--- src/rtl/multicycle_controller_pkg.sv ---
// Shared definitions for the multicycle RISC-V control unit: FSM state
// encoding, opcode constants, ALU operation codes, datapath source-select
// codes and immediate-format codes, plus the opcode -> immediate-format map.
package multicycle_controller_pkg;

  typedef enum logic [3:0] {
    S_FETCH, S_DECODE, S_EXEC_R, S_EXEC_I, S_ALU_WB,
    S_MEM_ADDR, S_MEM_READ, S_MEM_WB, S_MEM_WRITE,
    S_BRANCH, S_JAL, S_JALR, S_JALR_LINK, S_LUI, S_HALT
  } state_t;

  localparam logic [6:0] OP_R    = 7'b0110011;
  localparam logic [6:0] OP_I    = 7'b0010011;
  localparam logic [6:0] OP_LW   = 7'b0000011;
  localparam logic [6:0] OP_SW   = 7'b0100011;
  localparam logic [6:0] OP_B    = 7'b1100011;
  localparam logic [6:0] OP_JAL  = 7'b1101111;
  localparam logic [6:0] OP_JALR = 7'b1100111;
  localparam logic [6:0] OP_LUI  = 7'b0110111;

  localparam logic [1:0] ALU_ADD   = 2'b00;
  localparam logic [1:0] ALU_SUB   = 2'b01;
  localparam logic [1:0] ALU_RTYPE = 2'b10;
  localparam logic [1:0] ALU_ITYPE = 2'b11;

  localparam logic [1:0] SRC_A_PC     = 2'b00;
  localparam logic [1:0] SRC_A_OLD_PC = 2'b01;
  localparam logic [1:0] SRC_A_RS1    = 2'b10;

  localparam logic [1:0] SRC_B_RS2  = 2'b00;
  localparam logic [1:0] SRC_B_IMM  = 2'b01;
  localparam logic [1:0] SRC_B_FOUR = 2'b10;

  localparam logic [1:0] RES_ALU_OUT = 2'b00;
  localparam logic [1:0] RES_MEM     = 2'b01;
  localparam logic [1:0] RES_ALU     = 2'b10;
  localparam logic [1:0] RES_IMM     = 2'b11;

  localparam logic [2:0] IMM_I = 3'b000;
  localparam logic [2:0] IMM_S = 3'b001;
  localparam logic [2:0] IMM_B = 3'b010;
  localparam logic [2:0] IMM_J = 3'b011;
  localparam logic [2:0] IMM_U = 3'b100;

  // Immediate format implied by an opcode; unknown opcodes fall back to I.
  function automatic logic [2:0] imm_sel_of(input logic [6:0] op);
    case (op)
      OP_SW:   return IMM_S;
      OP_B:    return IMM_B;
      OP_JAL:  return IMM_J;
      OP_LUI:  return IMM_U;
      default: return IMM_I;
    endcase
  endfunction

endpackage

--- src/rtl/multicycle_controller_branch_cond.sv ---
// Branch-condition evaluation.
//   f3      : branch funct3 field
//   zero/lt : ALU flags from rs1-rs2 (lt is the signed compare)
//   take    : branch condition satisfied (never set for an illegal f3)
//   illegal : f3 is not one of beq/bne/blt/bge
module branch_cond (
  input  logic [2:0] f3,
  input  logic       zero,
  input  logic       lt,
  output logic       take,
  output logic       illegal
);

  always_comb begin
    take    = 1'b0;
    illegal = 1'b0;
    case (f3)
      3'b000:  take = zero;
      3'b001:  take = !zero;
      3'b100:  take = lt;
      3'b101:  take = !lt;
      default: illegal = 1'b1;
    endcase
  end

endmodule

--- src/rtl/multicycle_controller.sv ---
// Multicycle RISC-V control FSM with memory-wait timeout.
//   clk, rst (async, active-low)
//   opcode, f3            : instruction-register fields
//   zero, lt              : ALU flags
//   mem_ready             : memory completion for the current request
//   PC_write .. ALU_op    : datapath enables and mux selects
//   imm_sel               : immediate format, decoded from opcode in every state
//   halt                  : controller stopped (left only by reset)
//   mem_timeout           : one-cycle pulse when a memory wait exceeds MAX_WAIT
module multicycle_controller
  import multicycle_controller_pkg::*;
#(
  parameter int MAX_WAIT = 15
) (
  input  logic       clk,
  input  logic       rst,
  input  logic [6:0] opcode,
  input  logic [2:0] f3,
  input  logic       zero,
  input  logic       lt,
  input  logic       mem_ready,
  output logic       PC_write,
  output logic       IR_write,
  output logic       reg_write,
  output logic       mem_req,
  output logic       mem_we,
  output logic       adr_src,
  output logic [1:0] ALU_src_A,
  output logic [1:0] ALU_src_B,
  output logic [1:0] result_src,
  output logic [1:0] ALU_op,
  output logic [2:0] imm_sel,
  output logic       halt,
  output logic       mem_timeout
);

  // Wide enough to hold MAX_WAIT, and never zero-width.
  localparam int CW = $clog2(MAX_WAIT + 2);

  state_t        state, state_next;
  logic [CW-1:0] wait_cnt;
  logic          take, illegal;
  logic          mem_state, timeout_hit, fetch_done;

  branch_cond u_branch_cond (
    .f3      (f3),
    .zero    (zero),
    .lt      (lt),
    .take    (take),
    .illegal (illegal)
  );

  assign mem_state = (state == S_FETCH) || (state == S_MEM_READ) || (state == S_MEM_WRITE);
  // mem_ready in the final tolerated cycle wins over the timeout. Reset gates
  // the combinational terms so nothing escapes while rst is held low.
  assign timeout_hit = rst && mem_state && !mem_ready && (wait_cnt == CW'(MAX_WAIT));
  assign fetch_done  = rst && mem_ready;

  always_comb begin
    state_next = state;
    case (state)
      S_FETCH:     if (fetch_done) state_next = S_DECODE;
                   else if (timeout_hit) state_next = S_HALT;
      S_DECODE: begin
        case (opcode)
          OP_R:         state_next = S_EXEC_R;
          OP_I:         state_next = S_EXEC_I;
          OP_LW, OP_SW: state_next = S_MEM_ADDR;
          OP_B:         state_next = S_BRANCH;
          OP_JAL:       state_next = S_JAL;
          OP_JALR:      state_next = S_JALR;
          OP_LUI:       state_next = S_LUI;
          default:      state_next = S_HALT;
        endcase
      end
      S_EXEC_R, S_EXEC_I: state_next = S_ALU_WB;
      S_ALU_WB:    state_next = S_FETCH;
      S_MEM_ADDR:  state_next = (opcode == OP_SW) ? S_MEM_WRITE : S_MEM_READ;
      S_MEM_READ:  if (mem_ready) state_next = S_MEM_WB;
                   else if (timeout_hit) state_next = S_HALT;
      S_MEM_WB:    state_next = S_FETCH;
      S_MEM_WRITE: if (mem_ready) state_next = S_FETCH;
                   else if (timeout_hit) state_next = S_HALT;
      S_BRANCH:    state_next = illegal ? S_HALT : S_FETCH;
      S_JAL:       state_next = S_ALU_WB;
      S_JALR:      state_next = S_JALR_LINK;
      S_JALR_LINK: state_next = S_ALU_WB;
      S_LUI:       state_next = S_FETCH;
      default:     state_next = S_HALT;
    endcase
  end

  always_ff @(posedge clk or negedge rst) begin
    if (!rst) begin
      state    <= S_FETCH;
      wait_cnt <= '0;
    end else begin
      state <= state_next;
      if (state_next != state)
        wait_cnt <= '0;
      else if (mem_state && !mem_ready)
        wait_cnt <= wait_cnt + 1'b1;
    end
  end

  always_comb begin
    PC_write   = 1'b0;
    IR_write   = 1'b0;
    reg_write  = 1'b0;
    mem_req    = 1'b0;
    mem_we     = 1'b0;
    adr_src    = 1'b0;
    ALU_src_A  = SRC_A_PC;
    ALU_src_B  = SRC_B_RS2;
    result_src = RES_ALU_OUT;
    ALU_op     = ALU_ADD;
    case (state)
      S_FETCH: begin
        mem_req = 1'b1;
        if (fetch_done) begin
          IR_write   = 1'b1;
          PC_write   = 1'b1;
          ALU_src_B  = SRC_B_FOUR;
          result_src = RES_ALU;
        end
      end
      S_DECODE: begin
        ALU_src_A = SRC_A_OLD_PC;
        ALU_src_B = SRC_B_IMM;
      end
      S_EXEC_R: begin
        ALU_src_A = SRC_A_RS1;
        ALU_op    = ALU_RTYPE;
      end
      S_EXEC_I: begin
        ALU_src_A = SRC_A_RS1;
        ALU_src_B = SRC_B_IMM;
        ALU_op    = ALU_ITYPE;
      end
      S_ALU_WB: reg_write = 1'b1;
      S_MEM_ADDR: begin
        ALU_src_A = SRC_A_RS1;
        ALU_src_B = SRC_B_IMM;
      end
      S_MEM_READ: begin
        mem_req = 1'b1;
        adr_src = 1'b1;
      end
      S_MEM_WB: begin
        reg_write  = 1'b1;
        result_src = RES_MEM;
      end
      S_MEM_WRITE: begin
        mem_req = 1'b1;
        mem_we  = 1'b1;
        adr_src = 1'b1;
      end
      S_BRANCH: begin
        ALU_src_A = SRC_A_RS1;
        ALU_op    = ALU_SUB;
        PC_write  = take;
      end
      S_JAL: begin
        PC_write  = 1'b1;
        ALU_src_A = SRC_A_OLD_PC;
        ALU_src_B = SRC_B_FOUR;
      end
      S_JALR: begin
        ALU_src_A  = SRC_A_RS1;
        ALU_src_B  = SRC_B_IMM;
        result_src = RES_ALU;
        PC_write   = 1'b1;
      end
      S_JALR_LINK: begin
        ALU_src_A = SRC_A_OLD_PC;
        ALU_src_B = SRC_B_FOUR;
      end
      S_LUI: begin
        reg_write  = 1'b1;
        result_src = RES_IMM;
      end
      default: ;
    endcase
  end

  assign imm_sel     = imm_sel_of(opcode);
  assign halt        = (state == S_HALT);
  assign mem_timeout = timeout_hit;

endmodule

--- config.mk ---
export PLATFORM = sky130hd
export DESIGN_NAME = multicycle_controller
export DESIGN_NICKNAME = d
export VERILOG_FILES = /design/src/rtl/multicycle_controller_pkg.sv /design/src/rtl/multicycle_controller_branch_cond.sv /design/src/rtl/multicycle_controller.sv
export SDC_FILE = /design/constraint.sdc
export NUM_CORES = 1
export LEC_CHECK = 0
export ABC_AREA = 1
export CELL_PAD_IN_SITES_DETAIL_PLACEMENT = 0
export CELL_PAD_IN_SITES_GLOBAL_PLACEMENT = 1
export CORE_UTILIZATION = 35
export CTS_CLUSTER_SIZE = 25
export DETAILED_ROUTE_END_ITERATION = 8
export GPL_TIMING_DRIVEN = 1
export PLACE_DENSITY_LB_ADDON = 0.1
export SLEW_MARGIN = 25
export SYNTH_ARGS = -nofsm -noshare
export SYNTH_HDL_FRONTEND = slang
export SYNTH_SLANG_ARGS = --single-unit
--- constraint.sdc ---
create_clock -name clk -period 4 [get_ports clk]
set_clock_uncertainty 0.1 [all_clocks]
set_input_delay 1.2 -clock clk [delete_from_list [all_inputs] [get_ports clk]]
set_output_delay 1.2 -clock clk [all_outputs]
set_load 0.03 [all_outputs]
==> metrics.yaml <==
outcome: "complete, no violations"
instances_no_fill: 250
synthToLayoutAreaGrowth_pct: 35.4
synth_flop_cell: "dfrtp_1"
grt_usage: 0.185
diodes: 0
synth_edf_count: 0
cts_tree: "built"
post_cts_resized: 0
clk_path_buf_depth: 2
vias: 1194
final_cell_area_um2: 1530
post_cts_buffers: 0
grt_setup_unrepaired: "no"
cp.arrival_ns: 2.39
power_leakage_uw: 0.000823
synth_nets: 185
layout-drive-gt1-share: 0.252
dieArea_um2: 3460
synth_seq_area_share: 0.200
placementRows: 20
ys_ff_latch: 9
reg2reg_depth: 11
wl_per_cell_um: 11.0
gp_congestion: 0.817
cts_made_buffers: 3
cts.hold.buffers_added: 0
netlist-cell-type-count: 28
grt_pass1_vias: 1168
p_comb_frac: 0.167
grt_max_degree: 9
dp_cells: 246
p_clk_frac: 0.352
gr-total-overflow: 0
cp_max_fo: 5
die_h_um: 58.8
portBuffers: 33
hold_viol: 0
nets: 224
drc: 0
avgViaCountPerCell: 4.78
hold_slack_ns: 0.532
synth.cell_area_um2: 1130
core_area_um2: 3050
period_minus_slack_ns: 3.69
setup.worst_path.end: "imm_sel[0]"
slew_violations: 0
wirelength_mm: 2.74
grt_pass1_wl_mm: 4.98
cts_root_buf: "clkbuf_4"
dr.first_iter.drc_count: 52
slew_headroom: 0.747
power_density_nw_per_um2: 124
place_area_um2: 1500
synthesis.instances: 168
clk_latency_ns: 0.25
period_share: 0.924
htreeDepth: 1
netSwitchingFraction: 0.226
yosysWarningCount: 0
worstSetupStartpointType: "input pin"
synthArstFlopShare: 1.00
pwr-share-seq: 0.481
synth.avg_cell_area_um2: 6.72
final_antenna_net_count: 0
crit_path_end_kind: "output port"
antenna_found_initial: 0
die_w_um: 58.8
criticalPathCategory: "in -> out"
synth_most_common_cell: "nand2_1"
drt_first_pass_iters: 4
worst_pin_slew_ns: 0.380
path_clk_slew_ns: 0.05
p_int_uw: 147
dpl.hpwl_mm: 2.31
p_switching_uw: 42.7
setup_viol_count_final: 0
start_util: 0.370
cts_sinks: 9
rrSetupSlack_ns: 2.03
io_pins: 34
fillers: 335
synth_top_area_cell: "dfrtp_1"
timing.rr.start: "state[3]"
setup-tns-final_ns: 0
required_ns: 2.70
yosys.area.top_type_share: 0.200
hold_class: "reg -> reg"
r2r_end: "wait_cnt[3]"
synthTopCellsByCount: "nand2_1 (45), inv_1 (21), nand3_1 (12), nor2_1 (12), dfrtp_1 (9)"
ir_drop_v: 0.0000541
synth_area_leaders: "dfrtp_1 (20%), nand2_1 (15%), inv_1 (7.0%)"
fmax_mhz: 271
cap_violations: 0
worstSetupStartpoint: "opcode[1]"
[state kept, by name, summed over array words and instances, names as in the netlist]
signal,count
state,4
wait_cnt,5
[how the worst min path moves through the flow]
stage                startpoint          end  slack [ns]  cells past startpoint
detailed placement  wait_cnt[3]  wait_cnt[3]        0.51                      2
floorplan           wait_cnt[3]  wait_cnt[3]        0.49                      2
finish              wait_cnt[3]  wait_cnt[3]        0.53                      2
global route        wait_cnt[3]  wait_cnt[3]        0.56                      2
CTS                 wait_cnt[3]  wait_cnt[3]        0.53                      2
global placement    wait_cnt[3]  wait_cnt[3]        0.52                      2
[power by group through the flow]
stage,sequential (uW),clock [uW],combinational [uW]
after detailed placement,92.7,0,32.0
after CTS,91.0,69.6,32.1
after global placement,92.7,0,31.2
after floorplan,92.7,0,9.74
after global routing,90.9,74.4,35.4
final,91.0,66.6,31.7
[layout by cell type, fill, tap and decap left out, drive strengths merged, types with 5 or more instances in the layout]
cell and instances:
nor2 23, nor3 5, o21ai 5, clkdlybuf4s50 25, dfrtp 9, inv 27
buf 10, nand3 20, nand2 54
[stage by stage]
| step | worst slack, ns | utilization | total power (uW) |
|---|---|---|---|
| after CTS | 0.302 | 0.500 | 193 |
| after detailed placement | 0.308 | 0.492 | 125 |
| after global placement | 0.340 | 0.492 | 124 |
| after floorplan | 0.700 | - | 102 |
| final | 0.305 | 0.500 | 189 |
| after global routing | 0.216 | 0.500 | 201 |
[cell type report]
type	count	area, um^2	area share
clock buffers	4	26.3	0.0172
inverters	27	101	0.0663
multi-input cells	131	795	0.520
well taps	44	55.1	0.0360
repair buffers	35	325	0.213
flip-flops and latches	9	225	0.147
[worst max-delay path, stage by stage]
cell	delay [ns]
clkdlybuf4s50_1	0.46
nand2_1	0.08
nor2_1	0.27
nand2_1	0.15
nand2_1	0.09
buf_4	0.15
[logic make-up after synthesis]
group / count (synthesis) / synth area share
multiplexers: 2 / 0.0177
buffers and inverters: 28 / 0.0965
AND/OR/NAND/NOR: 108 / 0.554
flip-flops: 9 / 0.200
AO/OA/AOI/OAI: 15 / 0.0787
adder cells (fa/ha/maj): 2 / 0.0222
XOR/XNOR: 4 / 0.0310
[per-layer routing]
metal | vias to the layer above | GRT usage | part of all wire
met5 | - | 0 | 0
li1 | 616 | - | -
met4 | 0 | 0.0612 | 0.0099
met1 | 548 | 0.257 | 0.47
met2 | 28 | 0.308 | 0.48
met3 | 2 | 0.00659 | 0.035
Note: power is estimated with default switching activity, not from simulation.
